## src/rtl/fp_series_accum.sv

```systemverilog
// Sequencer that folds a stream of IEEE-754 terms through an external addsub unit,
// one addition at a time (op1 = running sum, op2 = new term).
module fp_series_accum #(
  parameter int CNT_W   = 5,
  parameter int TIMEOUT = 64
) (
  input  logic             clk,
  input  logic             rst,
  input  logic             start,
  input  logic [CNT_W-1:0] num_terms,
  input  logic             term_valid,
  input  logic [31:0]      term_data,
  output logic             term_ready,
  output logic [31:0]      op1,
  output logic [31:0]      op2,
  input  logic [31:0]      add_result,
  input  logic             add_done,
  input  logic             add_overflow,
  output logic [31:0]      sum,
  output logic             busy,
  output logic             done,
  output logic             overflow,
  output logic             timeout_err
);

  localparam int TW = $clog2(TIMEOUT + 1);

  typedef enum logic [2:0] {
    S_IDLE, S_WAIT_TERM, S_ISSUE, S_WAIT_ADD, S_FINISH
  } state_t;

  state_t           state_q, state_d;
  logic [CNT_W-1:0] rem_q, rem_d;
  logic [TW-1:0]    tmr_q, tmr_d;
  logic [31:0]      op1_q, op1_d, op2_q, op2_d, sum_q, sum_d;
  logic             ovf_q, ovf_d, tout_q, tout_d;

  always_ff @(posedge clk or posedge rst) begin
    if (rst) begin
      state_q <= S_IDLE;
      rem_q   <= '0;
      tmr_q   <= '0;
      op1_q   <= '0;
      op2_q   <= '0;
      sum_q   <= '0;
      ovf_q   <= 1'b0;
      tout_q  <= 1'b0;
    end else begin
      state_q <= state_d;
      rem_q   <= rem_d;
      tmr_q   <= tmr_d;
      op1_q   <= op1_d;
      op2_q   <= op2_d;
      sum_q   <= sum_d;
      ovf_q   <= ovf_d;
      tout_q  <= tout_d;
    end
  end

  always_comb begin
    state_d = state_q;
    rem_d   = rem_q;
    tmr_d   = tmr_q;
    op1_d   = op1_q;
    op2_d   = op2_q;
    sum_d   = sum_q;
    ovf_d   = ovf_q;
    tout_d  = tout_q;
    case (state_q)
      S_IDLE: begin
        if (start) begin
          rem_d   = num_terms;
          sum_d   = 32'h0;
          ovf_d   = 1'b0;
          tout_d  = 1'b0;
          state_d = (num_terms == '0) ? S_FINISH : S_WAIT_TERM;
        end
      end
      S_WAIT_TERM: begin
        if (term_valid) begin
          op1_d   = sum_q;
          op2_d   = term_data;
          state_d = S_ISSUE;
        end
      end
      // add_done is deliberately ignored here: it may still be high from the previous add
      S_ISSUE: begin
        tmr_d   = '0;
        state_d = S_WAIT_ADD;
      end
      S_WAIT_ADD: begin
        if (add_done) begin
          sum_d   = add_result;
          ovf_d   = ovf_q | add_overflow;
          rem_d   = rem_q - CNT_W'(1);
          state_d = (rem_q == CNT_W'(1)) ? S_FINISH : S_WAIT_TERM;
        end else begin
          tmr_d = tmr_q + TW'(1);
          if (tmr_q == TW'(TIMEOUT - 1)) begin
            tout_d  = 1'b1;
            state_d = S_FINISH;
          end
        end
      end
      S_FINISH: state_d = S_IDLE;
      default:  state_d = S_IDLE;
    endcase
  end

  assign term_ready  = (state_q == S_WAIT_TERM);
  assign busy        = (state_q != S_IDLE);
  assign done        = (state_q == S_FINISH);
  assign op1         = op1_q;
  assign op2         = op2_q;
  assign sum         = sum_q;
  assign overflow    = ovf_q;
  assign timeout_err = tout_q;

endmodule

```

## config.mk

```make
export PLATFORM = sky130hd
export DESIGN_NAME = fp_series_accum
export DESIGN_NICKNAME = d
export VERILOG_FILES = /design/src/rtl/fp_series_accum.sv
export SDC_FILE = /design/constraint.sdc
export NUM_CORES = 1
export LEC_CHECK = 0
export ABC_CLOCK_PERIOD_IN_PS = 4800
export CORE_UTILIZATION = 44
export CTS_CLUSTER_DIAMETER = 150
export CTS_CLUSTER_SIZE = 16
export DETAILED_ROUTE_END_ITERATION = 6
export GPL_TIMING_DRIVEN = 0
export PLACE_DENSITY = 0.83
export SLEW_MARGIN = 10
export SYNTH_ARGS = -nofsm -noshare
export SYNTH_HDL_FRONTEND = slang
export SYNTH_SLANG_ARGS = --single-unit
```

## constraint.sdc

```tcl
create_clock -name clk -period 4.8 [get_ports clk]
set_clock_uncertainty 0.2 [all_clocks]
set_input_delay 0.96 -clock clk [delete_from_list [all_inputs] [get_ports clk]]
set_output_delay 0.96 -clock clk [all_outputs]
set_load 0.005 [all_outputs]
```

Yosys cells after proc, flatten, opt, wreduce, memory -nomap -nowiden

Cells that the tools add are included.

Equality and inequality tests: 12
$add $sub $neg: 2
Reduce and logical (&&, ||, !) cells: 10
Multiplexer cells: 21
Bitwise operators: 1

Operator list:

| cell                                                                | number |
|---|---|
| 32-bit 2-to-1 mux                                                   | 2 |
| 32-bit case mux with 2 select lines                                 | 1 |
| 3-bit 2-to-1 mux                                                    | 6 |
| 7-bit case mux with 2 select lines                                  | 1 |
| 3-bit case mux with 4 select lines                                  | 1 |
| 5-bit 2-to-1 mux                                                    | 2 |
| 2-bit inequality test (second input constant)                       | 5 |
| 5-bit case mux with 2 select lines                                  | 1 |
| 7-bit by 1-bit adder with 7-bit output (second input constant)      | 1 |
| 7-bit by 6-bit == test with 1-bit output (second input constant)    | 1 |
| 7-bit 2-to-1 mux                                                    | 1 |
| 3-bit by 2-bit == test with 1-bit output (second input constant)    | 2 |
| 3-bit AND reduction                                                 | 2 |
| 5-bit by 1-bit == test with 1-bit output (second input constant)    | 1 |
| 5-bit zero test                                                     | 1 |
| 5-bit by 1-bit subtractor with 5-bit output (second input constant) | 1 |
| 1-bit 2-to-1 mux                                                    | 4 |
| 1-bit case mux with 2 select lines                                  | 2 |
| 2-bit AND reduction                                                 | 2 |
| 4-bit AND reduction                                                 | 1 |
| 2-bit nonzero test                                                  | 2 |
| 3-bit by 1-bit == test with 1-bit output (second input constant)    | 1 |
| 3-bit == test (second input constant)                               | 1 |
| 3-bit zero test                                                     | 1 |
| 3 further kinds                                                     | 3 |

Output and inout port bits: 101
Register bits after elaboration: 113
Logic and storage cells: 54

Logic depth before layout (Yosys ltp)

Depth after elaboration: 4
Mapped depth: 7
Mapped depth without buffers: 6

Worst setup path before layout

No wires, ideal clock.

Path kind: input -> register
From: in num_terms[0]
To: reg state_q[0]
Data required time: 4.474 ns
Stages on the path: 4
Arrival: 1.976 ns
Buffers on the path: 0
Slack: 2.498 ns
Path through: or4_1 -> o21ai_0 -> o21ai_0 -> o32a_1

Longest elaborated chain between the ends: 4

RTL lines:

| what                               | RTL line | RTL |
|---|---|---|
| from (decl)                        | 10       | `input logic [CNT_W-1:0] num_terms,` |
| 5-bit zero test                    | 76       | `state_d = (num_terms == '0) ? S_FINISH : S_WAIT_TERM;` |
| 3-bit 2-to-1 mux                   | 76       |  |
| 3-bit 2-to-1 mux                   | 71       | `if (start) begin` |
| 3-bit case mux with 4 select lines | 69       | `case (state_q)` |
| to (signal assigned)               | 49       | `state_q <= state_d;` |
| to (decl)                          | 32       | `state_t state_q, state_d;` |

No other way between the ends. The select of a mux whose other input is x is not followed.
A chain may end at the register's enable or synchronous reset.

Worst setup path in the final report

From: reg state_q[0]
To: out busy

Longest elaborated chain between the ends: 1

RTL lines:

| what               | RTL line | RTL |
|---|---|---|
| 3-bit nonzero test | 111      | `assign busy = (state_q != S_IDLE);` |
| to (decl)          | 20       | `output logic busy,` |

No other way between the ends.

==> impl_metrics.py <==
metrics = {
    "logic_synthesis": {
        "synth_edf_count": 0,
        "synth_seq_cells": 113,
        "synth_area_um2": 4640,
        "yosys_warnings": 0,
        "ys.flop_type": "dfrtp_1",
        "ys_seq_area_frac": 0.609,
        "avgSynthCellArea_um2": 12.3,
        "postSynth.asyncResetShare": 1.00,
        "syn_inst": 378,
        "syn_nets": 456,
        "synth_cell_type_count": 42,
    },
    "cts": {
        "post-cts-setup-buffers": 0,
        "htree_levels": 4,
        "cts.clk_slew.worst_paths_ps": 60,
        "clkSinkCount": 113,
        "cts-root-buf": "clkbuf_8",
        "cts_resized": 0,
        "cts_buffer_depth": 2,
        "cts_buffers": 17,
        "cts_tree": "yes",
        "clk_latency_ps": 510,
        "holdBufCountCts": 0,
    },
    "setup_path": {
        "cp_slowest_cell": "clkdlybuf4s50_1",
        "critPathKind": "flip-flop to primary output",
        "r2r_slack_ps": 2800,
        "cp.required_ps": 3640,
        "crit_path_end_kind": "primary output",
        "worstSetupStartpointType": "flip-flop",
        "crit_arrival_ps": 1970,
        "crit_chain": "buf_2 -> nor3_4 -> inv_1 -> clkdlybuf4s50_1",
        "cp_max_fo": 10,
        "slowest_delay_ps": 470,
        "cpLargestDelayFamily": "buffers and inverters",
        "path_buf_inv": 3,
    },
    "power": {
        "p_per_area_nw_per_um2": 589,
        "power_w": 0.00424,
        "ir_worst_vdd_uv": 333,
        "p_leak_nw": 3.16,
    },
    "drt": {
        "dr_total_vias": 3625,
        "drt-vias-per-instance": 5.02,
        "drc": 0,
        "first_pass_iters": 4,
        "ant_nets": 0,
        "wirelength_um": 11800,
        "wl_per_cell_um": 16.3,
        "drt_iter0_markers": 140,
    },
    "timing": {
        "tightestPinTransition_ps": 526,
        "max_slew_margin": 0.646,
        "rsz0062_at_grt": "false",
        "hold_ws_ps": 282,
        "tns_ps": 0,
        "final-setup-viol-count": 0,
        "hold_viol": 0,
        "slew_violations": 0,
        "fmax_mhz": 320,
        "fin_crit_ps": 3130,
        "post-route-period-util": 0.651,
    },
    "grt": {
        "grt_usage": 0.222,
        "grt_pass1_wl_um": 18900,
        "grt_overflow": 0,
        "grt_max_degree": 65,
        "grt_pass1_vias": 3653,
        "antenna_found_initial": 0,
    },
    "cells_and_area": {
        "final_common_cell": "clkdlybuf4s50_1",
        "area.growth.synth_to_final_pct": 55.1,
        "layout_common_cells": "clkdlybuf4s50_1 (175), dfrtp_1 (113), nand2_1 (69)",
        "drive_gt1_frac": 0.0990,
        "n_antenna_cell": 0,
        "post-route-util": 0.701,
        "fin_nets": 651,
    },
    "placement": {
        "dp_hpwl_um": 8200,
        "io_buffers": 175,
        "place.gp.congestion": 0.843,
    },
    "run": {
        "maxCapViolations": 0,
    },
    "floorplan": {
        "core_area_um2": 10300,
        "dieArea_um2": 11000,
        "ios": 176,
        "die_y_um": 105,
        "start_util": 0.452,
        "rows": 37,
        "die_w_um": 105,
    },
    "outcome": {
        "run_status": "finished clean",
    },
    "worst_hold_path": {
        "holdCritPathClass": "flip-flop to flip-flop",
    },
}
metal layers:
metal  up-vias  part of all wire  GRT usage
met3        15             0.059     0.0624
li1       1694                 -          -
met2       144              0.50      0.378
met1      1772              0.43      0.273
met5         -                 0          0
met4         0             0.016     0.0704
cell usage after synthesis (2+ instances only):
cell type / instances / area [um^2]
a22o_1: 2 / 17.5
buf_6: 7 / 78.8
clkbuf_1: 4 / 15.0
nand3_1: 2 / 10.0
o21ai_1: 37 / 185
and3_1: 3 / 18.8
nand2_1: 69 / 259
o21ai_0: 2 / 10.0
a21oi_1: 4 / 20.0
xor2_1: 5 / 43.8
mux2_1: 60 / 676
nand4_1: 3 / 18.8
buf_4: 5 / 37.5
a31oi_1: 2 / 12.5
inv_1: 5 / 18.8
nor3_1: 2 / 10.0
buf_2: 6 / 30.0
and2_1: 3 / 18.8
nor3b_1: 2 / 15.0
mux2_2: 5 / 56.3
dfrtp_1: 113 / 2830
nor2_1: 14 / 52.6
ha_1: 3 / 37.5
and3b_1: 2 / 17.5
power breakdown:
group	leakage, nW	switching [W]	total (W)	internal (W)
sequential	1.47	0.000167	0.00141	0.00125
clock	0.286	0.000463	0.00128	0.000814
combinational	1.41	0.000687	0.00155	0.000863
total	3.16	0.00132	0.00424	0.00292
registers in the layout (all words and copies together), names as in the netlist:
name	flops
rem_q	5
op2	32
sum	32
state_q	3
overflow	1
timeout_err	1
tmr_q	7
op1	32
cells by family after synthesis:
family / share of synthesized area
flops: 0.609
simple gates: 0.103
mux: 0.160
compound gates: 0.0720
buf+inv: 0.0388
xor+xnor: 0.00943
fa+ha+maj: 0.00808
cell type report:
type / instances / area (um^2)
multi-input cells: 238 / 1640
well taps: 136 / 170
clock inverters: 13 / 174
inverters: 5 / 23.8
flip-flops and latches: 113 / 2830
fillers: 776 / 3070
repair buffers: 176 / 1780
plain buffers: 22 / 161
clock buffers: 19 / 432
worst paths after layout:
| check | to | cells past startpoint | startpoint |
|---|---|---|---|
| max in group asynchronous | sum[30] | 3 | rst |
| hold / removal | op1[5] | 1 | op1[5] |
| setup reg to reg | state_q[0] | 5 | tmr_q[0] |
| setup / recovery | busy | 4 | state_q[0] |
| hold reg to reg | op1[5] | 1 | op1[5] |
| min in group asynchronous | op2[4] | 2 | rst |
per-stage QoR:
stage          setup WS [ps]  area, um^2  instances
6_report                1670        7200        722
3_3_place_gp            -853        6570        689
2_1_floorplan            653        4640        378
3_5_place_dp            1960        6600        690
4_1_cts                 1660        7200        722
5_1_grt                 1570        7200        722
Note: power is estimated with default switching activity, not from simulation.
